[config.mk]
export PLATFORM = sky130hd
export DESIGN_NAME = arp_rx_parser_flat
export DESIGN_NICKNAME = d
export VERILOG_FILES = /design/src/rtl/arp_pkg.sv /design/src/rtl/arp_rx_parser_if.sv /design/src/rtl/arp_ip_match.sv /design/src/rtl/arp_rx_parser.sv /design/src/flat_wrapper.sv
export SDC_FILE = /design/constraint.sdc
export NUM_CORES = 1
export LEC_CHECK = 0
export CORE_UTILIZATION = 46
export CTS_CLUSTER_SIZE = 24
export DETAILED_ROUTE_END_ITERATION = 7
export GPL_ROUTABILITY_DRIVEN = 0
export PLACE_DENSITY_LB_ADDON = 0.1
export SYNTH_ARGS = -nofsm -noshare
export SYNTH_HDL_FRONTEND = slang
export SYNTH_HIERARCHICAL = 1
export SYNTH_SLANG_ARGS = --single-unit
[constraint.sdc]
create_clock -name mac_gmii_rx_clk -period 6.5 [get_ports mac_gmii_rx_clk]
set_input_delay 0.975 -clock mac_gmii_rx_clk [delete_from_list [all_inputs] [get_ports mac_gmii_rx_clk]]
set_output_delay 0.975 -clock mac_gmii_rx_clk [all_outputs]
set_load 0.05 [all_outputs]
[src/rtl/arp_pkg.sv]
// arp_pkg: ARP field constants, frame length and parser state encoding shared by the ARP receive path.
package arp_pkg;
    localparam logic [15:0] ARP_HTYPE_ETH  = 16'h0001;
    localparam logic [15:0] ARP_PTYPE_IPV4 = 16'h0800;
    localparam logic [7:0]  ARP_HLEN       = 8'h06;
    localparam logic [7:0]  ARP_PLEN       = 8'h04;
    localparam logic [15:0] ARP_OPER_REQ   = 16'h0001;
    localparam logic [15:0] ARP_OPER_REPLY = 16'h0002;
    localparam int          ARP_LEN        = 28;
    typedef enum logic [2:0] {IDLE, HDR, SENDER, TARGET, TAIL, DISCARD} arp_state_e;
endpackage

[src/rtl/arp_rx_parser_if.sv]
// arp_rx_parser_if: ARP event bus (valid/ready handshake plus decoded fields) from parser to consumer.
interface arp_rx_parser_if #(parameter int IDX_W = 1);
    logic             arp_valid;
    logic             arp_ready;
    logic             arp_oper;
    logic [47:0]      arp_sha;
    logic [31:0]      arp_spa;
    logic [IDX_W-1:0] arp_ip_idx;
    logic             arp_grat;
    modport master(output arp_valid, arp_oper, arp_sha, arp_spa, arp_ip_idx, arp_grat, input arp_ready);
    modport slave(input arp_valid, arp_oper, arp_sha, arp_spa, arp_ip_idx, arp_grat, output arp_ready);
endinterface

[src/rtl/arp_ip_match.sv]
// arp_ip_match: combinational compare of a target IP against enabled local IPs; lowest index wins.
module arp_ip_match #(
    parameter int NUM_IP = 2,
    parameter int IDX_W  = 1
) (
    input  logic [31:0]          tpa,
    input  logic [NUM_IP*32-1:0] local_ip,
    input  logic [NUM_IP-1:0]    local_ip_en,
    output logic                 hit,
    output logic [IDX_W-1:0]     idx
);
    always_comb begin
        hit = 1'b0;
        idx = '0;
        for (int i = NUM_IP - 1; i >= 0; i--)
            if (local_ip_en[i] && local_ip[32*i +: 32] == tpa) begin
                hit = 1'b1;
                idx = IDX_W'(i);
            end
    end
endmodule

[src/rtl/arp_rx_parser.sv]
// arp_rx_parser: parses ARP payload bytes from GMII, matches TPA against local IPs, emits one-entry event.
// Define ARP_RX_GRATUITOUS_EN to accept gratuitous ARP (SPA==TPA) regardless of local match.
module arp_rx_parser
    import arp_pkg::*;
#(
    parameter int NUM_IP = 2,
    parameter int CNT_W  = 16,
    parameter int IDX_W  = (NUM_IP > 1) ? $clog2(NUM_IP) : 1
) (
    input  logic                  mac_gmii_rx_clk,
    input  logic                  mac_gmii_rx_rst,
    input  logic [7:0]            mac_gmii_rxd,
    input  logic                  mac_gmii_rx_dv,
    input  logic                  mac_gmii_rx_er,
    input  logic                  eth_type_arp_valid,
    input  logic [NUM_IP*32-1:0]  local_ip,
    input  logic [NUM_IP-1:0]     local_ip_en,
    arp_rx_parser_if.master       arp,
    output logic [CNT_W-1:0]      arp_drop_cnt
);
    localparam logic [4:0] LAST = 5'(ARP_LEN - 1);
    arp_state_e       state, nxt;
    logic [4:0]       cnt;
    logic [7:0]       prev;
    logic             oper_r;
    logic [47:0]      sha;
    logic [31:0]      spa;
    logic [23:0]      tpa;
    logic [31:0]      tpa_next;
    logic             acc, in_frame, hdr_bad, last, hit, grat_hit, done, drop_inc;
    logic [IDX_W-1:0] idx;

    assign acc      = mac_gmii_rx_dv && !mac_gmii_rx_er;
    assign in_frame = state == HDR || state == SENDER || state == TARGET;
    assign tpa_next = {tpa, mac_gmii_rxd};

    arp_ip_match #(.NUM_IP(NUM_IP), .IDX_W(IDX_W)) u_match (
        .tpa(tpa_next),
        .local_ip(local_ip),
        .local_ip_en(local_ip_en),
        .hit(hit),
        .idx(idx)
    );

`ifdef ARP_RX_GRATUITOUS_EN
    assign grat_hit = spa == tpa_next;
`else
    assign grat_hit = 1'b0;
`endif

    always_ff @(posedge mac_gmii_rx_clk or posedge mac_gmii_rx_rst)
        if (mac_gmii_rx_rst) state <= IDLE;
        else state <= nxt;

    always_comb begin
        nxt = IDLE;
        case (state)
            IDLE:    nxt = (acc && eth_type_arp_valid) ? HDR : IDLE;
            HDR:     nxt = !mac_gmii_rx_dv ? IDLE : (mac_gmii_rx_er || hdr_bad) ? DISCARD : cnt == 5'd7 ? SENDER : HDR;
            SENDER:  nxt = !mac_gmii_rx_dv ? IDLE : mac_gmii_rx_er ? DISCARD : cnt == 5'd17 ? TARGET : SENDER;
            TARGET:  nxt = !mac_gmii_rx_dv ? IDLE : mac_gmii_rx_er ? DISCARD : cnt == LAST ? TAIL : TARGET;
            TAIL:    nxt = mac_gmii_rx_dv ? TAIL : IDLE;
            DISCARD: nxt = mac_gmii_rx_dv ? DISCARD : IDLE;
            default: nxt = IDLE;
        endcase
    end

    // Multi-byte header fields are checked on their final byte against the previous byte.
    always_comb begin
        hdr_bad  = state == HDR && acc && (
                   (cnt == 5'd1 && {prev, mac_gmii_rxd} != ARP_HTYPE_ETH) ||
                   (cnt == 5'd3 && {prev, mac_gmii_rxd} != ARP_PTYPE_IPV4) ||
                   (cnt == 5'd4 && mac_gmii_rxd != ARP_HLEN) ||
                   (cnt == 5'd5 && mac_gmii_rxd != ARP_PLEN) ||
                   (cnt == 5'd7 && {prev, mac_gmii_rxd} != ARP_OPER_REQ && {prev, mac_gmii_rxd} != ARP_OPER_REPLY));
        last     = state == TARGET && acc && cnt == LAST;
        done     = last && (hit || grat_hit);
        drop_inc = (in_frame && !mac_gmii_rx_dv) || (in_frame && mac_gmii_rx_dv && mac_gmii_rx_er) || hdr_bad ||
                   (last && !hit && !grat_hit) || (done && arp.arp_valid && !arp.arp_ready);
    end

    always_ff @(posedge mac_gmii_rx_clk or posedge mac_gmii_rx_rst)
        if (mac_gmii_rx_rst) cnt <= '0;
        else cnt <= (nxt == IDLE) ? 5'd0 : (acc && (state == IDLE || in_frame)) ? cnt + 5'd1 : cnt;

    always_ff @(posedge mac_gmii_rx_clk) begin
        if (acc) prev <= mac_gmii_rxd;
        if (state == HDR && acc && cnt == 5'd7) oper_r <= mac_gmii_rxd == ARP_OPER_REQ[7:0];
        if (state == SENDER && acc && cnt < 5'd14) sha <= {sha[39:0], mac_gmii_rxd};
        if (state == SENDER && acc && cnt >= 5'd14) spa <= {spa[23:0], mac_gmii_rxd};
        if (state == TARGET && acc && cnt >= 5'd24) tpa <= {tpa[15:0], mac_gmii_rxd};
    end

    // Single-entry output: a completing event loads only if the slot is empty or being drained.
    always_ff @(posedge mac_gmii_rx_clk or posedge mac_gmii_rx_rst)
        if (mac_gmii_rx_rst) begin
            arp.arp_valid  <= 1'b0;
            arp.arp_oper   <= 1'b0;
            arp.arp_sha    <= '0;
            arp.arp_spa    <= '0;
            arp.arp_ip_idx <= '0;
            arp.arp_grat   <= 1'b0;
            arp_drop_cnt   <= '0;
        end else begin
            if (done && (!arp.arp_valid || arp.arp_ready)) begin
                arp.arp_valid  <= 1'b1;
                arp.arp_oper   <= oper_r;
                arp.arp_sha    <= sha;
                arp.arp_spa    <= spa;
                arp.arp_ip_idx <= grat_hit ? '0 : idx;
                arp.arp_grat   <= grat_hit;
            end else if (arp.arp_valid && arp.arp_ready)
                arp.arp_valid <= 1'b0;
            if (drop_inc && !(&arp_drop_cnt)) arp_drop_cnt <= arp_drop_cnt + 1'b1;
        end
endmodule

[src/flat_wrapper.sv]
// flat-port wrapper written by rule: the top's interface ports become plain ports
module arp_rx_parser_flat import arp_pkg::*;
#(
    parameter int NUM_IP = 2,
    parameter int CNT_W  = 16,
    parameter int IDX_W  = (NUM_IP > 1) ? $clog2(NUM_IP) : 1
)
  (mac_gmii_rx_clk, mac_gmii_rx_rst, mac_gmii_rxd, mac_gmii_rx_dv, mac_gmii_rx_er, eth_type_arp_valid, local_ip, local_ip_en, arp_drop_cnt, arp_arp_valid, arp_arp_oper, arp_arp_sha, arp_arp_spa, arp_arp_ip_idx, arp_arp_grat, arp_arp_ready);
  arp_rx_parser_if #(.IDX_W(IDX_W)) arp_i ();
  input  logic mac_gmii_rx_clk;
  input  logic mac_gmii_rx_rst;
  input  logic [7:0] mac_gmii_rxd;
  input  logic mac_gmii_rx_dv;
  input  logic mac_gmii_rx_er;
  input  logic eth_type_arp_valid;
  input  logic [NUM_IP*32-1:0] local_ip;
  input  logic [NUM_IP-1:0] local_ip_en;
  output logic [CNT_W-1:0] arp_drop_cnt;
  output wire logic [$bits(arp_i.arp_valid)-1:0] arp_arp_valid;
  output wire logic [$bits(arp_i.arp_oper)-1:0] arp_arp_oper;
  output wire logic [$bits(arp_i.arp_sha)-1:0] arp_arp_sha;
  output wire logic [$bits(arp_i.arp_spa)-1:0] arp_arp_spa;
  output wire logic [$bits(arp_i.arp_ip_idx)-1:0] arp_arp_ip_idx;
  output wire logic [$bits(arp_i.arp_grat)-1:0] arp_arp_grat;
  input wire logic [$bits(arp_i.arp_ready)-1:0] arp_arp_ready;
  assign arp_arp_valid = arp_i.arp_valid;
  assign arp_arp_oper = arp_i.arp_oper;
  assign arp_arp_sha = arp_i.arp_sha;
  assign arp_arp_spa = arp_i.arp_spa;
  assign arp_arp_ip_idx = arp_i.arp_ip_idx;
  assign arp_arp_grat = arp_i.arp_grat;
  assign arp_i.arp_ready = arp_arp_ready;
  arp_rx_parser #(.NUM_IP(NUM_IP), .CNT_W(CNT_W), .IDX_W(IDX_W)) u_core (.mac_gmii_rx_clk(mac_gmii_rx_clk), .mac_gmii_rx_rst(mac_gmii_rx_rst), .mac_gmii_rxd(mac_gmii_rxd), .mac_gmii_rx_dv(mac_gmii_rx_dv), .mac_gmii_rx_er(mac_gmii_rx_er), .eth_type_arp_valid(eth_type_arp_valid), .local_ip(local_ip), .local_ip_en(local_ip_en), .arp(arp_i), .arp_drop_cnt(arp_drop_cnt));
endmodule
==> key figures <==
Synth
  • Cells after synthesis: roughly 560
  • #FFs+latches synth: 220
  • Synth cell types: 49
  • Ys async rst share: 0.486
  • Post-synth EDFFs: between 100 and 150
  • Seq/Total Area, Yosys: 0.682
  • Synth Flop Type: edfxtp_1
  • Synth warn: 6
  • Syn nets: about 640
  • Synthesized area per cell: around 16 sq um
  • Syn Std Cell Area: ~8900 sq um

STA
  • Max-slew violations: 0
  • Period utilization: 0.669
  • RSZ-0062 raised after global routing: false
  • Worst-Margin Slew: roughly 1100 ps
  • Slew HR: 0.268
  • Worst setup margin: approximately 2100 ps
  • Crit path time final: about 4400 ps
  • Fmax: 0.230 GHz
  • Fin Clk Skew: 16.3 ps
  • Final Hold Fails: 0
  • Setup-failing EPs final: 0
  • Final setup TNS: 0 ps

Drt
  • DR vias: roughly 5,300
  • Initial drt markers: ~280
  • Vias/cell: approximately 5.2
  • Detail Route Antenna Nets: 0
  • Wire length per cell: roughly 18 um
  • DRT Wirelength: between 15 and 20 mm
  • Drt first pass iters: 4
  • DRC: 0

Worst setup path
  • Worst endpoint data arrival time: 4720 ps
  • Setup crit start: mac_gmii_rxd[3]
  • Worst EP required: between 6000 and 7000 ps
  • Critical Path End: u_core/arp.arp_spa[25]
  • Worst-path cell chain: clkdlybuf4s50_1 -> xor2_1 -> nor4_1 -> nand4_1 -> nor4_2 -> a31o_1 -> nand2_1 -> nor3b_2 -> buf_4 -> mux2_2
  • Crit end category: flip-flop
  • CP Max Fanout: just over 80
  • CP Class: input port to flip-flop
  • CP startpoint kind: input port
  • Critical R2R Launch: u_core/tpa[9]
  • Reg-to-Reg End: u_core/arp.arp_spa[25]
  • R2r setup slk: roughly 3000 ps
  • Slowest stage cell, crit path: buf_4
  • Worst Reg-to-Reg Cells: 9
  • CP peak stage delay: a little over 800 ps

Layout
  • Share of cells above drive strength 1: 0.193
  • Final net count: about 830
  • Diodes inserted: 0
  • Most frequent cells in the layout: clkdlybuf4s50_1 (178), edfxtp_1 (113), dfrtp_1 (107)
  • Syn-to-layout area delta: 31.6%
  • Design area: 11,700 sq um
  • Commonest non-fill, non-tap cell in the layout: clkdlybuf4s50_1

Power and ir drop
  • Static leakage: between 4 and 5 nW
  • IR Drop Worst-Case VDD: roughly 170 uV
  • Total Power: 2.95 mW
  • Net Sw Power: ~0.64 mW
  • P_int: about 2.3 mW
  • Part of the power in registers: 0.508
  • PD cells: approximately 250 nW/um^2
  • Comb pwr share: 0.073
  • Clock Power Share: 0.419
  • Sw frac: 0.216

Clock network
  • Resized cells post-CTS: 0
  • Inserted Clock Buffers: 23
  • H-tree depth: 1
  • Clock-pin transition on the worst setup and hold timing paths: about 60 ps
  • # clock sinks: 220
  • Clock root buffer: clkbuf_16
  • Worst-Skew Late Latency: around 500 ps
  • CTS tree: built
  • Cts hold-fix bufs: 0
  • Post-CTS setup buffers: 0
  • Bufs on Longest Clock Path: 3

Placed design
  • Setup WS pre-CTS: 1710 ps
  • Buffers on Ports: ~180
  • Dpl hpwl: roughly 13 mm
  • Placed Area: 11,000 sq um

Global route
  • Initial antenna violation count: 0
  • Vias in the first global route: between 5,000 and 6,000
  • Pin count of the biggest net entering global routing: 83
  • GRT overflow: 0
  • First-pass GRT wire length: 29.6 mm
  • Gr usage total: 0.193

Floorplanning
  • Die Area: about 20,000 sq um
  • Height of the die: 141 um
  • Core area: roughly 19,000 sq um
  • Initial core utilization: 0.473
  • Die X: 141 um
  • I/O pin count: 180
  • Cell Rows: 50

Run status
  • Status: completed

Hold path
  • Min-Delay Path Class: flip-flop to flip-flop

Run
  • Total of max-cap violations: 0
## critical path, delay by kind of cell
kind,cells,cell delay [ps]
xor+xnor,1,270
simple gates,5,1300
compound gates,1,170
mux,1,420
buf+inv,2,1510
## metrics by stage
step                cells  hold slack, ps  utilization
global route         1026             452        0.622
detailed placement    984             429        0.584
finish               1026             435        0.622
global placement      984             424        0.584
CTS                  1026             429        0.622
floorplan             559             420            -
## worst min path at each step
stage                         startpoint             end  slack, ps  depth (start not counted)
after global routing       u_core/spa[6]  u_core/spa[14]        450                          0
final                     u_core/sha[39]  u_core/sha[47]        440                          0
after CTS                 u_core/sha[39]  u_core/sha[47]        430                          0
after global placement     u_core/sha[2]  u_core/sha[10]        420                          0
after detailed placement  u_core/spa[19]  u_core/spa[27]        430                          0
after floorplan            u_core/sha[2]  u_core/sha[10]        420                          0
## area by class of cell
class                      count  area (sq um)
clock inverter                 5          57.6
timing repair buffer         185          1830
clock buffer                  37           658
inverter                      11          43.8
multi-input combinational    308          2720
fill                        1434          7120
tap                          260           325
sequential                   220          6070
## power by group through the flow
stage / sequential [mW] / clock, mW / combinational [mW]
2_1_floorplan: 1.56 / 0 / 0.0721
3_3_place_gp: 1.52 / 0 / 0.213
3_5_place_dp: 1.52 / 0 / 0.218
4_1_cts: 1.50 / 1.27 / 0.218
5_1_grt: 1.50 / 1.33 / 0.231
6_report: 1.50 / 1.23 / 0.216
## registers in the layout, summed over array words and instances, names as in the netlist
name / cells
u_core/arp.arp_oper: 1
u_core/arp.arp_sha: 48
u_core/arp.arp_ip_idx: 1
u_core/arp.arp_spa: 32
u_core/tpa: 24
u_core/oper_r: 1
u_core/state: 3
u_core/sha: 48
u_core/cnt: 5
u_core/prev: 8
u_core/spa: 32
u_core/arp_drop_cnt: 16
u_core/arp.arp_valid: 1
## cells by family after synthesis
group / after synthesis / share of synthesized area
xor+xnor: 82 / 0.0807
flops: 220 / 0.682
simple gates: 92 / 0.0624
fa+ha+maj: 5 / 0.00703
other cells: 1 / 0.000421
buf+inv: 31 / 0.0156
mux: 86 / 0.108
compound gates: 42 / 0.0434
## synth_stat cells (all sizes together), types with 2 or more instances
cell type  instances  area share
edfxtp           113        0.38
dfrtp            107        0.30
mux2              83        0.11
xnor2             49       0.048
xor2              33       0.032
and3              14      0.0098
nor4              13      0.0098
buf               12      0.0076
inv               11      0.0046
nand4             11      0.0084
nand2             10      0.0042
a21oi              8      0.0045
a31oi              8      0.0063
clkbuf             8      0.0034
nor2               8      0.0034
o211ai             8       0.011
nand2b             7      0.0049
nor3               7      0.0039
nand3              6      0.0034
o2111ai            6      0.0073
ha                 5      0.0070
o21ai              5      0.0032
nor3b              4      0.0034
mux2i              3      0.0034
and4               2      0.0020
nor2b              2      0.0014
or2                2      0.0014
## metal layers
layer / global-route usage / wire (um) / vias to the layer above
li1: - / - / 2444
met2: 0.323 / 9290 / 165
met5: 0 / 0 / -
met4: 0.0635 / 408 / 0
met3: 0.0316 / 876 / 39
met1: 0.256 / 7950 / 2673
(Power assumes the default switching activity.)
